===== config.mk =====
export PLATFORM = sky130hd
export DESIGN_NAME = micro_sequencer
export DESIGN_NICKNAME = d
export VERILOG_FILES = /design/src/rtl/micro_sequencer.sv
export SDC_FILE = /design/constraint.sdc
export NUM_CORES = 1
export LEC_CHECK = 0
export CORE_UTILIZATION = 49
export CTS_CLUSTER_DIAMETER = 50
export DETAILED_ROUTE_END_ITERATION = 7
export PLACE_DENSITY = 0.85
export SLEW_MARGIN = 20
export SYNTH_ARGS = -nofsm -noshare
export SYNTH_HDL_FRONTEND = slang
export SYNTH_SLANG_ARGS = --single-unit
export TNS_END_PERCENT = 30

===== constraint.sdc =====
create_clock -name clk -period 3.26 [get_ports clk]
set_clock_uncertainty 0.2 [all_clocks]
set_input_delay 0.978 -clock clk [delete_from_list [all_inputs] [get_ports clk]]
set_output_delay 0.978 -clock clk [all_outputs]
set_load 0.05 [all_outputs]

===== src/rtl/micro_sequencer.sv =====
// Microprogram sequencer: micro-PC next-address selection, undefined-instruction
// exception parking, and instruction/cycle counters for CPI measurement.
module micro_sequencer #(
   parameter int UPC_W       = 5,
   parameter int FETCH_STATE = 0,
   parameter int EXC_STATE   = 31,
   parameter int CNT_W       = 32
) (
   input  logic             clk,
   input  logic             reset,
   input  logic [1:0]       addr_ctl,
   input  logic [UPC_W-1:0] next_state_dt1,
   input  logic [UPC_W-1:0] next_state_dt2,
   input  logic             stall,
   input  logic             exc_ack,
   output logic [UPC_W-1:0] upc,
   output logic             fetch,
   output logic             exc_pending,
   output logic [UPC_W-1:0] exc_upc,
   output logic [CNT_W-1:0] instr_count,
   output logic [CNT_W-1:0] cycle_count
);

   localparam logic [UPC_W-1:0] FETCH_UPC = UPC_W'(FETCH_STATE);
   localparam logic [UPC_W-1:0] EXC_UPC   = UPC_W'(EXC_STATE);
   localparam logic [UPC_W-1:0] UPC_ONE   = UPC_W'(1);
   localparam logic [CNT_W-1:0] CNT_ONE   = CNT_W'(1);

   localparam logic [1:0] AC_FETCH = 2'b00;
   localparam logic [1:0] AC_DT1   = 2'b01;
   localparam logic [1:0] AC_DT2   = 2'b10;
   localparam logic [1:0] AC_SEQ   = 2'b11;

   logic [UPC_W-1:0] upc_q, upc_d;
   logic             exc_pending_q, exc_pending_d;
   logic [UPC_W-1:0] exc_upc_q, exc_upc_d;
   logic [CNT_W-1:0] instr_count_q, instr_count_d;
   logic [CNT_W-1:0] cycle_count_q, cycle_count_d;
   logic [UPC_W-1:0] sel_upc_s;
   logic             in_exc_s;

   // Next-address mux driven by the ROM's address-control field
   always_comb begin
      sel_upc_s = FETCH_UPC;
      case (addr_ctl)
         AC_FETCH: sel_upc_s = FETCH_UPC;
         AC_DT1:   sel_upc_s = next_state_dt1;
         AC_DT2:   sel_upc_s = next_state_dt2;
         AC_SEQ:   sel_upc_s = upc_q + UPC_ONE;
         default:  sel_upc_s = FETCH_UPC;
      endcase
   end

   assign in_exc_s = (upc_q == EXC_UPC);

   // Sequencing, exception entry/exit and retirement; stall freezes all but the cycle counter
   always_comb begin
      upc_d         = upc_q;
      exc_pending_d = exc_pending_q;
      exc_upc_d     = exc_upc_q;
      instr_count_d = instr_count_q;
      cycle_count_d = cycle_count_q + CNT_ONE;
      if (stall) begin
         upc_d = upc_q;
      end else if (in_exc_s) begin
         if (exc_ack) begin
            upc_d         = FETCH_UPC;
            exc_pending_d = 1'b0;
         end else begin
            upc_d = upc_q;
         end
      end else begin
         upc_d = sel_upc_s;
         if (sel_upc_s == EXC_UPC) begin
            exc_pending_d = 1'b1;
            exc_upc_d     = upc_q;
         end else begin
            exc_pending_d = exc_pending_q;
         end
         if (addr_ctl == AC_FETCH) begin
            instr_count_d = instr_count_q + CNT_ONE;
         end else begin
            instr_count_d = instr_count_q;
         end
      end
   end

   // State registers with asynchronous reset
   always_ff @(posedge clk or posedge reset) begin
      if (reset) begin
         upc_q         <= FETCH_UPC;
         exc_pending_q <= 1'b0;
         exc_upc_q     <= {UPC_W{1'b0}};
         instr_count_q <= {CNT_W{1'b0}};
         cycle_count_q <= {CNT_W{1'b0}};
      end else begin
         upc_q         <= upc_d;
         exc_pending_q <= exc_pending_d;
         exc_upc_q     <= exc_upc_d;
         instr_count_q <= instr_count_d;
         cycle_count_q <= cycle_count_d;
      end
   end

   assign upc         = upc_q;
   assign fetch       = (upc_q == FETCH_UPC);
   assign exc_pending = exc_pending_q;
   assign exc_upc     = exc_upc_q;
   assign instr_count = instr_count_q;
   assign cycle_count = cycle_count_q;

endmodule


# ---- Word level (Yosys, flattened, before mapping)
# Index checks and enable logic that the tools add are counted.
dict set report classes {
  eq_ne 6
  add_sub_neg 3
  magnitude_cmp 0
  bitwise_logic 2
  n_reduce_logical 7
  mul 0
  div 0
  n_shift 0
  mux 6
}
# op n
set ops {}
lappend ops {{32-bit by 1-bit adder with 32-bit output, second input constant} 2}
lappend ops {{5-bit one-hot mux with 4 select lines} 1}
lappend ops {{5-bit equality test, second input constant} 2}
lappend ops {{5-bit 2-to-1 mux} 2}
lappend ops {{3-bit AND reduction} 3}
lappend ops {{5-bit by 1-bit adder with 5-bit output, second input constant} 1}
lappend ops {{5-bit zero test} 1}
lappend ops {{2-bit equality test, second input constant} 2}
lappend ops {{1-bit 2-to-1 mux} 3}
lappend ops {{2-bit by 1-bit equality test with 1-bit output, second input constant} 1}
lappend ops {{2-bit zero test} 1}
lappend ops {{2-bit != test, second input constant} 1}
lappend ops {{1-bit inverter} 2}
lappend ops {{2-bit AND reduction} 1}
lappend ops {{2-bit nonzero test} 1}
dict set report word_totals {
  rom_bits 0
  output_inout_bits 76
  regBits 75
  latchBits 0
  in_bits 16
  elab_cells 29
  memories 0
  ramBits 0
}

# ---- Logic depth before layout (Yosys ltp)
# Gate-level depths: netlist of the first run.
dict set report depth {
  word_depth 5
  ltp_mapped 9
  depth_no_buf 8
}

# ---- Worst setup path after synthesis of the first run
# Ideal clock, no wire load.
dict set report synth_path {
  path_kind {register to output}
  from {reg upc_q[0], in the netlist upc[0]}
  to {out fetch}
  n_path_buf 0
  path_stages_with_launch 4
  slack_ns -0.361
  required_ns 2.082
  t_arrival_ns 2.443
  path_cell_list {dfrtp_1 > inv_1 > ha_1 > nor4b_1}
}
dict set report synth_via {
  elab_chain_cells 1
}
# item line
set synth_rtl {}
lappend synth_rtl {{start: declaration} 34} ;# logic [UPC_W-1:0] upc_q, upc_d;
lappend synth_rtl {{start signal: assignment} 97} ;# upc_q <= upc_d;
lappend synth_rtl {{5-bit zero test} 106} ;# assign fetch = (upc_q == FETCH_UPC);
lappend synth_rtl {{end: declaration} 17} ;# output logic fetch,
# Every way passes these cells.

# ---- Final worst setup path of the first run
# Same ends and word-level chain as after synthesis.

==> results by group, run 1 <==
Run status
  – Status: finished clean

Logic synthesis
  – Synth area leader: dfrtp_1
  – Synth Flop Type: dfrtp_1
  – #FFs+latches synth: 75
  – Seq/Total Area, Yosys: 53.2%
  – Syn Area/Cell: 11.7 um2
  – Post-Syn Nets: 323
  – Post-synth design cell area: 3530 um2
  – Top cell type's share of synthesized area: 53.2%
  – Ys Warns: 0
  – Asr flop ratio synth: 100%
  – Most numerous cell in the Yosys netlist: dfrtp_1
  – Unique masters post-synth: 39
  – Syn Inst Count: 302
  – Post-synth EDFFs: 0
  – Synth cell count leaders: dfrtp_1, xnor2_1, nand2_1, nand3_1, xor2_1
  – Main area contributors after synthesis: dfrtp_1, xnor2_1, xor2_1, nand2_1, nand4_1

Floorplanning
  – Core box area: 6870 um2
  – Initial core utilization: 51.3%
  – Die X: 86.8 um
  – Num ports: 92
  – Vert. Die Dim: 86.8 um
  – Row count: 30
  – Die area: 7540 um2

Worst setup path
  – CP max FO: 7
  – Worst R2R End: instr_count[30]
  – Crit path capture type: output port
  – Origin of the critical flop-to-flop path: upc[0]
  – Worst EP required: 2.08 ns
  – Crit path launch type: register
  – Worst Reg-to-Reg Cells: 8
  – Arr. time, crit path: 1.80 ns
  – WS Path Type: reg -> out
  – R2R Setup Slk: 0.53 ns

Routing
  – Remaining DRCs: 0
  – Vias per cell: 5.23
  – 1st-iter DRT viols: 98
  – TritonRoute pass-1 iters: 4
  – Final WL: 7370 um
  – Routed Antenna Nets: 0
  – DR WL/cell: 14.5 um
  – Vias: 2652

Cells and area
  – Final Core Density: 70.0%
  – Finished Cell Area: 4810 um2
  – # diodes: 0
  – Area of the multi-input gates: 1590 um2
  – Nets: 427
  – Area Growth Syn to Fin: 36.4%
  – Storage cell area: 1880 um2
  – Layout cell share with drive strength beyond 1: 8.76%
  – Fillers: 535

Global routing
  – Number of global-route vias before repair: 2519
  – Largest net degree at the start of global routing: 76
  – Initial antenna violation count: 0
  – GRT Total Usage: 20.9%
  – Grt ovf: 0
  – First-pass GRT wire length: 12200 um

Hold path
  – Worst Hold Depth: 1
  – Hold Path End: instr_count[31]
  – Hold Crit Start: instr_count[31]
  – Hold Path Class: reg -> reg

Placement
  – Gpl congestion: 0.920
  – Post-DP Area: 4590 um2
  – Port bufs: 91
  – HPWL after DPL: 5470 um

Timing
  – Tcrit/Tclk final: 91.2%
  – Worst slew margin: 63.1%
  – Setup TNS: 0 ns
  – Fin crit period: 2.97 ns
  – Unrepaired setup endpoints after global routing: false
  – Final Slew Violations: 0
  – Worst Tran Pin Value: 0.552 ns
  – Max Fclk: 0.336 GHz
  – Hold violation total from the final report: 0
  – Final setup viols: 0

Clock network
  – Worst-Skew Late Latency: 0.34 ns
  – Root Driver: clkbuf_8
  – H-tree Lvls: 3
  – Inserted Clock Buffers: 9
  – TritonCTS sink count: 75
  – CTS clock-pin slew for the worst setup and hold paths: 0.07 ns
  – Setup Fix Bufs, Post-CTS: 0
  – CTS tree: done
  – Clk buf depth: 2

Run
  – Max_cap viols: 0

Power and ir drop
  – Maximum VDD drop: 0.000358 V
  – PD cells: 455 nW/um2
  – Static Leak: 0.00217 uW
==> registers in the layout (all words and copies together) (netlist names) <==
| signal | count |
|---|---|
| instr_count | 32 |
| exc_pending | 1 |
| upc | 5 |
| cycle_count | 32 |
| exc_upc | 5 |
==> report_power, final <==
group	switching [uW]	total [uW]	internal, uW	leakage, uW
Combinational	242	384	142	0.00105
Clock	324	777	453	0.000111
Sequential	55.1	1030	971	0.00101
Total	621	2190	1570	0.00217
==> critical path, cell delays in order, from the launching register on <==
cell	delay, ns
dfrtp_1	0.48
inv_1	0.10
ha_1	0.13
nor4b_2	0.18
dlygate4sd2_1	0.58
==> final cells by class <==
cell class                 count  area share [%]
inverter                      10           0.781
sequential                    75            39.0
timing repair buffer          97            20.1
clock inverter                 4            1.54
clock buffer                  12            3.02
multi-input combinational    213            33.0
tap                           96            2.50
==> logic make-up after synthesis <==
| family | share of synthesized area, % |
|---|---|
| AOI/OAI and AO/OA | 3.90 |
| xor gates and xnor gates | 15.4 |
| buffers and inverters | 1.92 |
| muxes | 2.48 |
| and+or+nand+nor | 21.3 |
| adders and majority gates | 1.77 |
| DFF | 53.2 |
==> layer usage <==
layer / wire (um) / vias up / GRT usage (%)
met5: 0 / - / 0
met1: 3250 / 1295 / 27.7
met4: 86 / 0 / 8.03
li1: - / 1265 / -
met2: 3680 / 84 / 34.1
met3: 352 / 8 / 3.90
==> how the worst max path moves through the flow <==
stage	start	end	slack [ns]	depth (start not counted)
CTS	upc[0]	fetch	0.25	4
floorplan	reset	cycle_count[0]	0.17	1
global placement	addr_ctl[1]	exc_upc[4]	0.13	7
finish	upc[0]	fetch	0.29	4
detailed placement	addr_ctl[1]	exc_upc[4]	0.05	7
global route	upc[0]	fetch	0.17	4
==> through the flow <==
stage,std cells,hold slack (ns),power [uW],worst slack (ns)
after global placement,491,0.257,1420,0.127
after CTS,507,0.276,2210,0.246
after floorplan,302,0.512,1280,0.172
final,507,0.269,2190,0.287
after detailed placement,491,0.264,1430,0.0518
after global routing,507,0.300,2270,0.172
==> repair_timing <==
item / CTS / global route
setup endpoints to repair: 1 / 0
hold buffers: 0 / 0
gates resized for setup: 1 / 0
==> layout by cell type, fill, tap and decap left out, types with 3 or more instances in the layout <==
cell type	instances
mux2_1	5
xor2_1	17
clkdlybuf4s50_1	90
and4_1	6
dfrtp_1	75
nand2_1	29
clkbuf_8	10
nand4_1	15
xnor2_1	45
nand3_1	18
and3_1	11
nand2b_1	3
inv_1	9
ha_1	5
buf_4	5
a22o_1	4
nor3_1	5
nor2_1	14
nor4_4	4
nand4_2	3
No activity file was read; power rests on OpenSTA's default activity.
==> run 2: changes to the inputs <==
--- a/config.mk
+++ b/config.mk
@@ -5,11 +5,10 @@
 export SDC_FILE = /design/constraint.sdc
 export NUM_CORES = 1
 export LEC_CHECK = 0
-export CORE_UTILIZATION = 49
+export CORE_UTILIZATION = 50
 export CTS_CLUSTER_DIAMETER = 50
 export DETAILED_ROUTE_END_ITERATION = 7
-export PLACE_DENSITY = 0.85
-export SLEW_MARGIN = 20
+export PLACE_DENSITY = 0.87
 export SYNTH_ARGS = -nofsm -noshare
 export SYNTH_HDL_FRONTEND = slang
 export SYNTH_SLANG_ARGS = --single-unit
==> constraint.sdc (replaced) <==
create_clock -name clk -period 3.6 [get_ports clk]
set_clock_uncertainty 0.2 [all_clocks]
set_input_delay 1.08 -clock clk [delete_from_list [all_inputs] [get_ports clk]]
set_output_delay 1.08 -clock clk [all_outputs]
set_load 0.05 [all_outputs]
==> results by group, run 2 (synthesis gave the netlist of run 1 again) <==
Floorplanning
  – Row count: 30 (unchanged)
  – Die X: 86.0 um (was 86.8 um)
  – Core box area: 6790 um2 (was 6870 um2)
  – Die area: 7390 um2 (was 7540 um2)
  – Num ports: 92 (unchanged)
  – Vert. Die Dim: 86.0 um (was 86.8 um)
  – Initial core utilization: 51.9% (was 51.3%)

Routing
  – 1st-iter DRT viols: 140 (was 98)
  – Vias per cell: 5.20 (was 5.23)
  – Final WL: 7510 um (was 7370 um)
  – Remaining DRCs: 0 (unchanged)
  – Vias: 2626 (was 2652)
  – TritonRoute pass-1 iters: 6 (was 4)
  – DR WL/cell: 14.9 um (was 14.5 um)
  – Routed Antenna Nets: 0 (unchanged)

Timing
  – Final Slew Violations: 0 (unchanged)
  – Setup TNS: 0 ns (unchanged)
  – Tcrit/Tclk final: 91.0%
  – Final setup viols: 0 (unchanged)
  – Worst slew margin: 62.9% (was 63.1%)
  – Unrepaired setup endpoints after global routing: false (unchanged)
  – Hold violation total from the final report: 0 (unchanged)
  – Worst Slack Setup Final: 0.323 ns (was 0.287 ns)
  – Worst Tran Pin Value: 0.556 ns (was 0.552 ns)
  – Max Fclk: 0.305 GHz
  – Fin crit period: 3.28 ns

Clock network
  – CTS tree: done (unchanged)
  – Setup Fix Bufs, Post-CTS: 0 (unchanged)
  – Root Driver: clkbuf_8 (unchanged)
  – Clk buf depth: 2 (unchanged)
  – CTS clock-pin slew for the worst setup and hold paths: 0.07 ns (about the same)
  – CTS resizes: 0 (was 1)
  – Worst-Skew Late Latency: 0.34 ns (about the same)
  – Post-cts hold buffer count: 0 (unchanged)
  – TritonCTS sink count: 75 (unchanged)
  – H-tree Lvls: 3 (unchanged)
  – Inserted Clock Buffers: 9 (unchanged)

Global routing
  – GRT Total Usage: 21.8% (was 20.9%)
  – Largest net degree at the start of global routing: 76 (unchanged)
  – Grt ovf: 0 (unchanged)
  – Initial antenna violation count: 0 (unchanged)
  – Number of global-route vias before repair: 2587 (was 2519)
  – First-pass GRT wire length: 12400 um (was 12200 um)

Run
  – Max_cap viols: 0 (unchanged)

Cells and area
  – Storage cell area: 1880 um2 (unchanged)
  – Area of the multi-input gates: 1590 um2 (unchanged)
  – Area Growth Syn to Fin: 36.1% (was 36.4%)
  – Most frequent cells in the layout: clkdlybuf4s50_1, dfrtp_1, xnor2_1, nand2_1, nand3_1 (unchanged)
  – # diodes: 0 (unchanged)
  – Layout cell share with drive strength beyond 1: 8.80% (was 8.76%)
  – Finished Cell Area: 4800 um2 (was 4810 um2)
  – Fillers: 534 (was 535)
  – Commonest non-fill, non-tap cell in the layout: clkdlybuf4s50_1 (unchanged)
  – Nets: 426 (was 427)

Worst setup path
  – Worst EP required: 2.32 ns (was 2.08 ns)
  – CP max FO: 6 (was 7)
  – Arr. time, crit path: 2.00 ns (was 1.80 ns)
  – WS Path Type: reg -> out (unchanged)
  – Crit path launch type: register (unchanged)
  – Crit path capture type: output port (unchanged)

Placement
  – HPWL after DPL: 5530 um (was 5470 um)
  – Gpl congestion: 0.950 (was 0.920)
  – Port bufs: 91 (unchanged)
  – DP Worst Slack: 0.197 ns (was 0.0518 ns)
  – Post-DP Area: 4580 um2 (was 4590 um2)

Power and ir drop
  – PD cells: 411 nW/um2 (was 455 nW/um2)
  – Static Leak: 0.00216 uW (was 0.00217 uW)
  – Maximum VDD drop: 0.000316 V (was 0.000358 V)

Run status
  – Status: finished clean (unchanged)

Hold path
  – Hold Path Class: reg -> reg (unchanged)
[run 2: cell type report]
type / count / share of cell area [%]
clock inverters: 5 / 1.62
repair buffers: 96 / 20.0
inverters: 10 / 0.782
clock buffers: 10 / 2.87
multi-input cells: 213 / 33.1
flip-flops and latches: 75 / 39.1
well taps: 96 / 2.50
[run 2: critical path, cell delays in order, from the launching register on]
cell,delay [ns]
dfrtp_1,0.45
inv_1,0.08
ha_1,0.13
nor4b_2,0.17
clkdlybuf4s50_1,0.83
[run 2: where the power goes]
group          switching (uW)  internal (uW)  leakage, uW
Sequential               46.7            879      0.00101
Clock                     290            403     0.000108
Combinational             224            130      0.00104
Total                     561           1410      0.00216
[run 2: stage by stage]
step                      utilization [%]  std cells  total power, uW  hold slack, ns
final                                70.6        505             1970           0.265
after CTS                            70.6        505             2000           0.272
after detailed placement             67.5        490             1300           0.258
after global placement               67.5        490             1290           0.259
after floorplan                         -        302             1160           0.512
after global routing                 70.6        505             2070           0.277
[run 2: final timing paths]
kind	slack, ns	endpoint	start	cells after the start
worst max register to register	0.82	instr_count[26]	upc[0]	9
worst min-delay path	0.26	instr_count[31]	instr_count[31]	1
worst min register to register	0.26	instr_count[31]	instr_count[31]	1
min in group asynchronous	0.93	cycle_count[24]	reset	3
max in group asynchronous	1.95	exc_upc[0]	reset	3
worst max-delay path	0.32	fetch	upc[1]	4
[run 2: metal layers]
metal | part of all wire [%] | vias up | global-route usage [%] | wire length, um
met5 | 0 | - | 0 | 0
met4 | 1.8 | 0 | 9.70 | 136
met3 | 5.1 | 10 | 4.62 | 381
met2 | 49 | 76 | 35.3 | 3670
met1 | 44 | 1283 | 28.2 | 3320
li1 | - | 1257 | - | -
==> run 3: changes to the inputs <==
--- a/config.mk
+++ b/config.mk
@@ -5,10 +5,12 @@
 export SDC_FILE = /design/constraint.sdc
 export NUM_CORES = 1
 export LEC_CHECK = 0
-export CORE_UTILIZATION = 50
+export CELL_PAD_IN_SITES_DETAIL_PLACEMENT = 1
+export CELL_PAD_IN_SITES_GLOBAL_PLACEMENT = 2
+export CORE_UTILIZATION = 31
 export CTS_CLUSTER_DIAMETER = 50
 export DETAILED_ROUTE_END_ITERATION = 7
-export PLACE_DENSITY = 0.87
+export PLACE_DENSITY = 0.84
 export SYNTH_ARGS = -nofsm -noshare
 export SYNTH_HDL_FRONTEND = slang
 export SYNTH_SLANG_ARGS = --single-unit
==> constraint.sdc (replaced) <==
create_clock -name clk -period 3.19 [get_ports clk]
set_clock_uncertainty 0.2 [all_clocks]
set_input_delay 0.957 -clock clk [delete_from_list [all_inputs] [get_ports clk]]
set_output_delay 0.957 -clock clk [all_outputs]
set_load 0.05 [all_outputs]
==> results by group, run 3 (synthesis gave the netlist of run 1 again) <==
Global routing
  – First-pass GRT wire length: 14700 um (was 12400 um)
  – Initial antenna violation count: 0 (unchanged)
  – Number of global-route vias before repair: 2875 (was 2587)
  – Largest net degree at the start of global routing: 46 (was 76)
  – Grt ovf: 0 (unchanged)
  – GRT Total Usage: 16.5% (was 21.8%)

Cells and area
  – Area of the multi-input gates: 1590 um2 (unchanged)
  – Most frequent cells in the layout: clkdlybuf4s50_1, dfrtp_1, xnor2_1, nand2_1, nand3_1 (unchanged)
  – Finished Cell Area: 4970 um2 (was 4800 um2)
  – Nets: 427 (was 426)
  – Layout cell share with drive strength beyond 1: 9.25% (was 8.80%)
  – Fillers: 1220 (was 534)
  – Final Core Density: 45.3% (was 70.6%)
  – Area Growth Syn to Fin: 41.1% (was 36.1%)
  – Storage cell area: 1880 um2 (unchanged)
  – # diodes: 0 (unchanged)
  – Commonest non-fill, non-tap cell in the layout: clkdlybuf4s50_1 (unchanged)

Clock network
  – CTS clock-pin slew for the worst setup and hold paths: 0.06 ns (was 0.07 ns)
  – CTS tree: done (unchanged)
  – CTS resizes: 0 (unchanged)
  – Clk buf depth: 2 (unchanged)
  – TritonCTS sink count: 75 (unchanged)
  – H-tree Lvls: 3 (unchanged)
  – Worst-Skew Late Latency: 0.34 ns (about the same)
  – Setup Fix Bufs, Post-CTS: 0 (unchanged)
  – Root Driver: clkbuf_16 (was clkbuf_8)
  – Inserted Clock Buffers: 9 (unchanged)
  – Post-cts hold buffer count: 0 (unchanged)

Routing
  – TritonRoute pass-1 iters: 4 (was 6)
  – Remaining DRCs: 0 (unchanged)
  – Vias per cell: 4.89 (was 5.20)
  – Routed Antenna Nets: 0 (unchanged)
  – 1st-iter DRT viols: 101 (was 140)
  – DR WL/cell: 15.9 um (was 14.9 um)
  – Vias: 2694 (was 2626)
  – Final WL: 8770 um (was 7510 um)

Worst setup path
  – Worst path slowest cell: clkdlybuf4s50_1 (unchanged)
  – Worst EP required: 3.21 ns (was 2.32 ns)
  – Crit path capture type: register (was output port)
  – CP Cell Sequence: clkdlybuf4s50_1, nor2b_1, o2bb2ai_1, o311ai_4, nor2_4, mux2_1 (was inv_1, ha_1, nor4b_2, clkdlybuf4s50_1)
  – Arr. time, crit path: 2.91 ns (was 2.00 ns)
  – WS Path Type: in -> reg (was reg -> out)
  – CP max FO: 10 (was 6)
  – Max incr delay on CP: 0.71 ns (was 0.83 ns)
  – Crit path launch type: input port (was register)

Floorplanning
  – Num ports: 92 (unchanged)
  – Die area: 11800 um2 (was 7390 um2)
  – Row count: 38 (was 30)
  – Vert. Die Dim: 109 um (was 86.0 um)
  – Die X: 109 um (was 86.0 um)
  – Core box area: 11000 um2 (was 6790 um2)
  – Initial core utilization: 32.1% (was 51.9%)

Timing
  – Tcrit/Tclk final: 90.8%
  – Final Slew Violations: 0 (unchanged)
  – Unrepaired setup endpoints after global routing: false (unchanged)
  – Worst slew margin: 62.0% (was 62.9%)
  – Max Fclk: 0.345 GHz
  – Final Hold Slack: 0.273 ns (was 0.265 ns)
  – Worst Slack Setup Final: 0.294 ns (was 0.323 ns)
  – Hold violation total from the final report: 0 (unchanged)
  – Worst Tran Pin Value: 0.568 ns (was 0.556 ns)
  – Fin crit period: 2.90 ns
  – Final setup viols: 0 (unchanged)

Power and ir drop
  – PD cells: 516 nW/um2 (was 411 nW/um2)
  – Static Leak: 0.00221 uW (was 0.00216 uW)
  – Maximum VDD drop: 0.000256 V (was 0.000316 V)

Run status
  – Status: finished clean (unchanged)

Placement
  – Port bufs: 91 (unchanged)
  – Gpl congestion: 0.841 (was 0.950)
  – HPWL after DPL: 6460 um (was 5530 um)
  – Post-DP Area: 4640 um2 (was 4580 um2)
  – DP Worst Slack: -0.0703 ns (was 0.197 ns)

Run
  – Max_cap viols: 0 (unchanged)

Hold path
  – Hold Path Class: reg -> reg (unchanged)
==> run 3: changes by cell type in the layout (fill, tap and decap cells not counted), sizes merged <==
cell,change
buf,+2
clkbuf,+2
clkdlybuf4s50,-1
inv,-1
==> run 3: layer usage <==
metal	part of all wire (%)	vias to the layer above	wire [um]	track usage, %
met5	0	-	0	0
met4	1.4	0	120	6.08
met3	6.2	9	548	5.56
met2	47	76	4140	25.7
met1	45	1348	3970	21.1
li1	-	1261	-	-
==> run 3: power breakdown <==
part	switching (uW)	internal [uW]
logic	249	146
registers	59.2	994
clock network	394	726
total	702	1870
==> run 3: critical path, delay by kind of cell <==
| kind | cells | cell delay [ns] |
|---|---|---|
| and+or+nand+nor | 2 | 0.49 |
| AOI/OAI and AO/OA | 2 | 0.41 |
| muxes | 1 | 0.34 |
| buffers and inverters | 1 | 0.71 |
==> run 3: stage by stage <==
stage	std cells	power, uW	TNS, ns
after floorplan	302	1310	0
after global placement	535	1460	0
after detailed placement	535	1470	-0.323
after CTS	551	2600	0
after global routing	551	2670	0
final	551	2570	0
==> run 3: cell type report <==
type,count,area share [%]
multi-input combinational,213,31.9
clock buffer,12,5.16
inverter,10,0.780
sequential,75,37.7
tap,140,3.52
clock inverter,4,1.46
timing repair buffer,97,19.4
==> run 3: final timing paths <==
kind | endpoint | cells after the start | slack (ns) | start
max reg2reg | instr_count[31] | 8 | 0.47 | upc[0]
max in group asynchronous | instr_count[5] | 3 | 1.39 | reset
min | cycle_count[31] | 1 | 0.27 | cycle_count[31]
min reg2reg | cycle_count[31] | 1 | 0.27 | cycle_count[31]
max | exc_upc[1] | 6 | 0.29 | addr_ctl[1]
min in group asynchronous | cycle_count[0] | 2 | 0.78 | reset
==> RTL edit 1 (config.mk and constraints of run 3) <==
The parameter `UPC_W` goes from 5 to 10.
--- a/src/rtl/micro_sequencer.sv
+++ b/src/rtl/micro_sequencer.sv
@@ -1,7 +1,7 @@
 // Microprogram sequencer: micro-PC next-address selection, undefined-instruction
 // exception parking, and instruction/cycle counters for CPI measurement.
 module micro_sequencer #(
-   parameter int UPC_W       = 5,
+   parameter int UPC_W       = 10,
    parameter int FETCH_STATE = 0,
    parameter int EXC_STATE   = 31,
    parameter int CNT_W       = 32
Interface: changed (resized exc_upc, next_state_dt1, next_state_dt2 and upc); port bits go from 92 to 112. The function was not compared with the original's and may differ.
==> RTL edit 1 against run 3 <==
Sequential power is 14% higher. Total power rose by 5.8%. Routed wire length grew 21%. Utilization grew 1.5 points. Synthesized area up 13%. Global-route usage down 0.056 points. Setup slack got worse by 0.15 ns. Sequential cell count rose by 10. Fmax decreased by 4.8%. Final cell count up 22%. Final area is 18% higher. Non-clock buffer count increased by 45.
==> RTL edit 1: results (changes against run 3) <==
Routed wl met3: 350 µm (-36%)
WL met2: 5.20 mm (+26%)
Htree depth: 3 (unchanged)
Post-synth EDFFs: 0 (unchanged)
Distinct cells, synth: 43 (+10%)
Setup Viol. Count Final: 0 (unchanged)
Largest net degree at the start of global routing: 45 (-2.2%)
Critical Path AT: 1.88 ns (-1.03 ns)
Area after DPL: 5490 µm² (+18%)
Syn Inst Count: 351 (+16%)
Flop2flop setup slack: 0.17 ns (-0.30 ns)
Worst-skew pair later-pin latency: 0.34 ns (about the same)
Synth area leaders: dfrtp_1 53%, xnor2_1 12%, nand3_1 4.3%
Register area share after synthesis: 53.3% (+0.079 points)
Minimum clock period: 3.04 ns (+0.145 ns)
Aggregate global-route resource usage: 16.4% (-0.056 points)
Static Leakage: 2.51 nW (+13%)
Reg clk slew, reported paths: 0.06 ns (about the same)
Proportion of synthesized area in mux cells: 4.48% (+2.0 points)
XOR/XNOR share of the synthesized area: 14.9% (-0.47 points)
Layout fillers: 1,374 (+13%)
First-pass GRT wire length: 16.8 mm (+14%)
HP Class: reg -> reg
Pre-antenna DRT Iters: 4 (unchanged)
Iter 0 DRT Violations: 123 (+22%)
Highest routed metal layer: met4
Placer Congestion: 0.787 (-6.5%)
Synth Area in Compound Gates: 6.37% (+2.5 points)
Grt met2 use: 27.1% (+1.4 points)
Initial antenna violation count: 0 (unchanged)
CTS Root Cell: clkbuf_16
Finished Layout Cells: 673 (+22%)
Pre-CTS WS: -0.297 ns (-0.227 ns)
Max FO, Critical Path: 7 (-3)
Status: completed
Worst Reg-to-Reg Cells: 11 (+3)
Port buffer count: 111 (+22%)
Nets: 526 (+23%)
DP Wirelength: 7.81 mm (+21%)
Placed Cells incl. Taps: 651 (+22%)
Synth Net Count: 381 (+18%)
Worst setup path end: fetch
Yosys warns: 0 (unchanged)
GRT met3 Usage: 2.77% (-2.8 points)
Critical R2R Launch: upc[0]
Post-cts sizing count: 0 (unchanged)
Post-Synth Adder-Cell Area: 1.25% (-0.52 points)
Final WL: 10.6 mm (+21%)
Slew @ Worst Pin: 0.632 ns (+0.0639 ns)
GR Util met1: 21.3% (+0.26 points)
VDD IR max: 419 µV (+64%)
Share of post-route cells with drive strength above 1: 14.8% (+5.5 points)
Vias in the first global route: 3,313 (+15%)
Min Hold Slack: 0.281 ns (+0.00787 ns)
FF-to-FF End: exc_upc[9]
Worst Setup SP: upc[7]
WL met1: 4.85 mm (+22%)
DR vias: 3,215 (+19%)
Hold Path Stages: 1 (unchanged)
Synth top cells by count: 85 x dfrtp_1, 55 x xnor2_1, 34 x nand3_1, 29 x nand2_1, 19 x nor2_1
-- RTL edit 1: critical path: stages (launching register included) --
cell and delay, ns:
dfrtp_1 0.47, nor4_1 0.44, and2_1 0.23, and4b_2 0.26, buf_12 0.14
-- RTL edit 1: where the power goes --
group / total [mW] / internal, mW / switching (mW) / leakage (nW)
logic: 0.532 / 0.217 / 0.314 / 1.22
clock network: 0.989 / 0.570 / 0.419 / 0.132
registers: 1.20 / 1.13 / 0.0707 / 1.15
-- RTL edit 1: layout make-up --
| type | count | area, µm² | share of cell area [%] |
|---|---|---|---|
| repair buffers | 142 | 1410 | 23.9 |
| clock buffers | 13 | 260 | 4.43 |
| clock inverters | 3 | 20.0 | 0.341 |
| inverters | 6 | 26.3 | 0.447 |
| flip-flops and latches | 85 | 2130 | 36.2 |
| well taps | 172 | 215 | 3.66 |
| multi-input cells | 252 | 1820 | 31.0 |
==> RTL edit 2 (flow settings as in run 3) <==
Made on the original files. Make the reset (`reset`) synchronous in one clocked block. Comments in the files are not updated.
--- a/src/rtl/micro_sequencer.sv
+++ b/src/rtl/micro_sequencer.sv
@@ -86,7 +86,7 @@
    end
 
    // State registers with asynchronous reset
-   always_ff @(posedge clk or posedge reset) begin
+   always_ff @(posedge clk) begin
       if (reset) begin
          upc_q         <= FETCH_UPC;
          exc_pending_q <= 1'b0;
Behaviour: differs if reset is asserted again (counterexample within 4 cycles, from zero or initial values and one cycle with reset high); with reset held inactive, the same outputs for 10 cycles.
==> RTL edit 2 against run 3 <==
Final area fell by 0.70%. Highest routed layer unchanged. Utilization down 0.32 points. Final cell count up 18%. Fmax fell by 0.48%. Largest cell class is now multi-input combinational cells. Routed wire length up 11%. Setup slack worse by 0.014 ns. Synthesized area is 0.39% higher. Sequential cell count unchanged. Hold slack lost 0.011 ns.
Power is not compared: it rests on default switching activity, and its combinational part moved more than twofold at a synthesized area within 25%.
==> RTL edit 2: results (changes against run 3) <==
Initial antenna violation count: 0 (unchanged)
HP Class: reg -> reg
Pre-antenna DRT Iters: 4 (unchanged)
VDD IR max: 278 µV
Synth Net Count: 431 (+33%)
Register area share after synthesis: 42.4% (-11 points)
CTS Buf Count: 9 (unchanged)
CTS Root Cell: clkbuf_16
Max FO, Critical Path: 7 (-3)
Largest net degree at the start of global routing: 32 (-30%)
Reg clk slew, reported paths: 0.06 ns (about the same)
Final WL: 9.76 mm (+11%)
Aggregate global-route resource usage: 17.4% (+0.94 points)
Critical Path AT: 2.92 ns (about the same)
DP Wirelength: 7.05 mm (+9.2%)
Post-cts sizing count: 0 (unchanged)
Fraction of registers with async set/reset: 0% (-100 points)
Area after DPL: 4630 µm² (-0.38%)
Clk buf depth: 2 (unchanged)
Htree depth: 3 (unchanged)
Distinct cells, synth: 45 (+15%)
Top_reg_cell synth: dfxtp_1
Static Leakage: 1.66 nW
TNS Setup: 0 ns (unchanged)
Iter 0 DRT Violations: 110 (+8.9%)
Nets: 526 (+23%)
Via density: 5.15 (+5.3%)
Port buffer count: 91 (unchanged)
First-pass GRT wire length: 16.2 mm (+9.9%)
Synth top cells by count: 75 x dfxtp_1, 59 x nor2_1, 31 x xnor2_1, 24 x nand4_1, 23 x nand2_1
Placer Congestion: 0.765 (-9.0%)
Postcts setup bufs: 0 (unchanged)
Yosys warns: 0 (unchanged)
Synth area leaders: dfxtp_1 42%, xnor2_1 7.7%, nor2_1 6.3%
Status: completed
N_diodes: 0 (unchanged)
Vias in the first global route: 3,342 (+16%)
Slew Limit Headroom: 45.4% (-17 points)
Worst-skew pair later-pin latency: 0.33 ns
Share of post-route cells with drive strength above 1: 7.84% (-1.4 points)
-- RTL edit 2: final cells by class --
cell class              count  area (µm²)
multi-input cells         309        1940
inverters                  10        37.5
clock buffers              10         229
repair buffers            100         976
well taps                 140         175
clock inverters             6        80.1
fillers                  1285        6040
flip-flops and latches     75        1500
-- RTL edit 2: path summary, 6_finish.rpt --
check	cells after the start	start	endpoint	slack, ns
worst max-delay path	6	addr_ctl[0]	exc_upc[0]	0.28
worst max register to register	9	upc[0]	instr_count[22]	0.47
worst min register to register	1	cycle_count[0]	cycle_count[0]	0.26
worst min-delay path	1	cycle_count[0]	cycle_count[0]	0.26
-- RTL edit 2: metrics by stage --
step           setup slack, ns  power (mW)  std cells
2_1_floorplan            0.242        1.06        410
3_3_place_gp           -0.0324        1.11        634
3_5_place_dp           -0.0698        1.12        634
4_1_cts                 0.0712        2.18        650
5_1_grt                  0.137        2.23        650
6_report                 0.280        2.15        650
-- RTL edit 2: report_power, final --
part	switching (mW)	internal, mW
Clock	0.377	0.679
Combinational	0.0843	0.0560
Sequential	0.0104	0.944
Total	0.472	1.68
-- RTL edit 2: worst max-delay path, cell delays in order --
cell and delay, ns:
clkdlybuf4s50_1 0.63, nor2b_1 0.34, nand2_1 0.17, a2111o_1 0.53, o21ai_0 0.20, a21oi_1 0.08
-- RTL edit 2: logic make-up after synthesis --
logic type / share of synthesized area (%)
compound gates: 7.88
xor+xnor: 12.1
fa+ha+maj: 1.77
buf+inv: 2.97
flops: 42.4
mux: 1.56
simple gates: 31.3
-- RTL edit 2: routing by layer --
metal,global-route usage [%],up-vias,part of all wire [%]
met2,28.5,62,46
li1,-,1647,-
met5,0,-,0
met1,22.3,1624,48
met3,3.11,14,3.6
met4,7.63,0,2.0
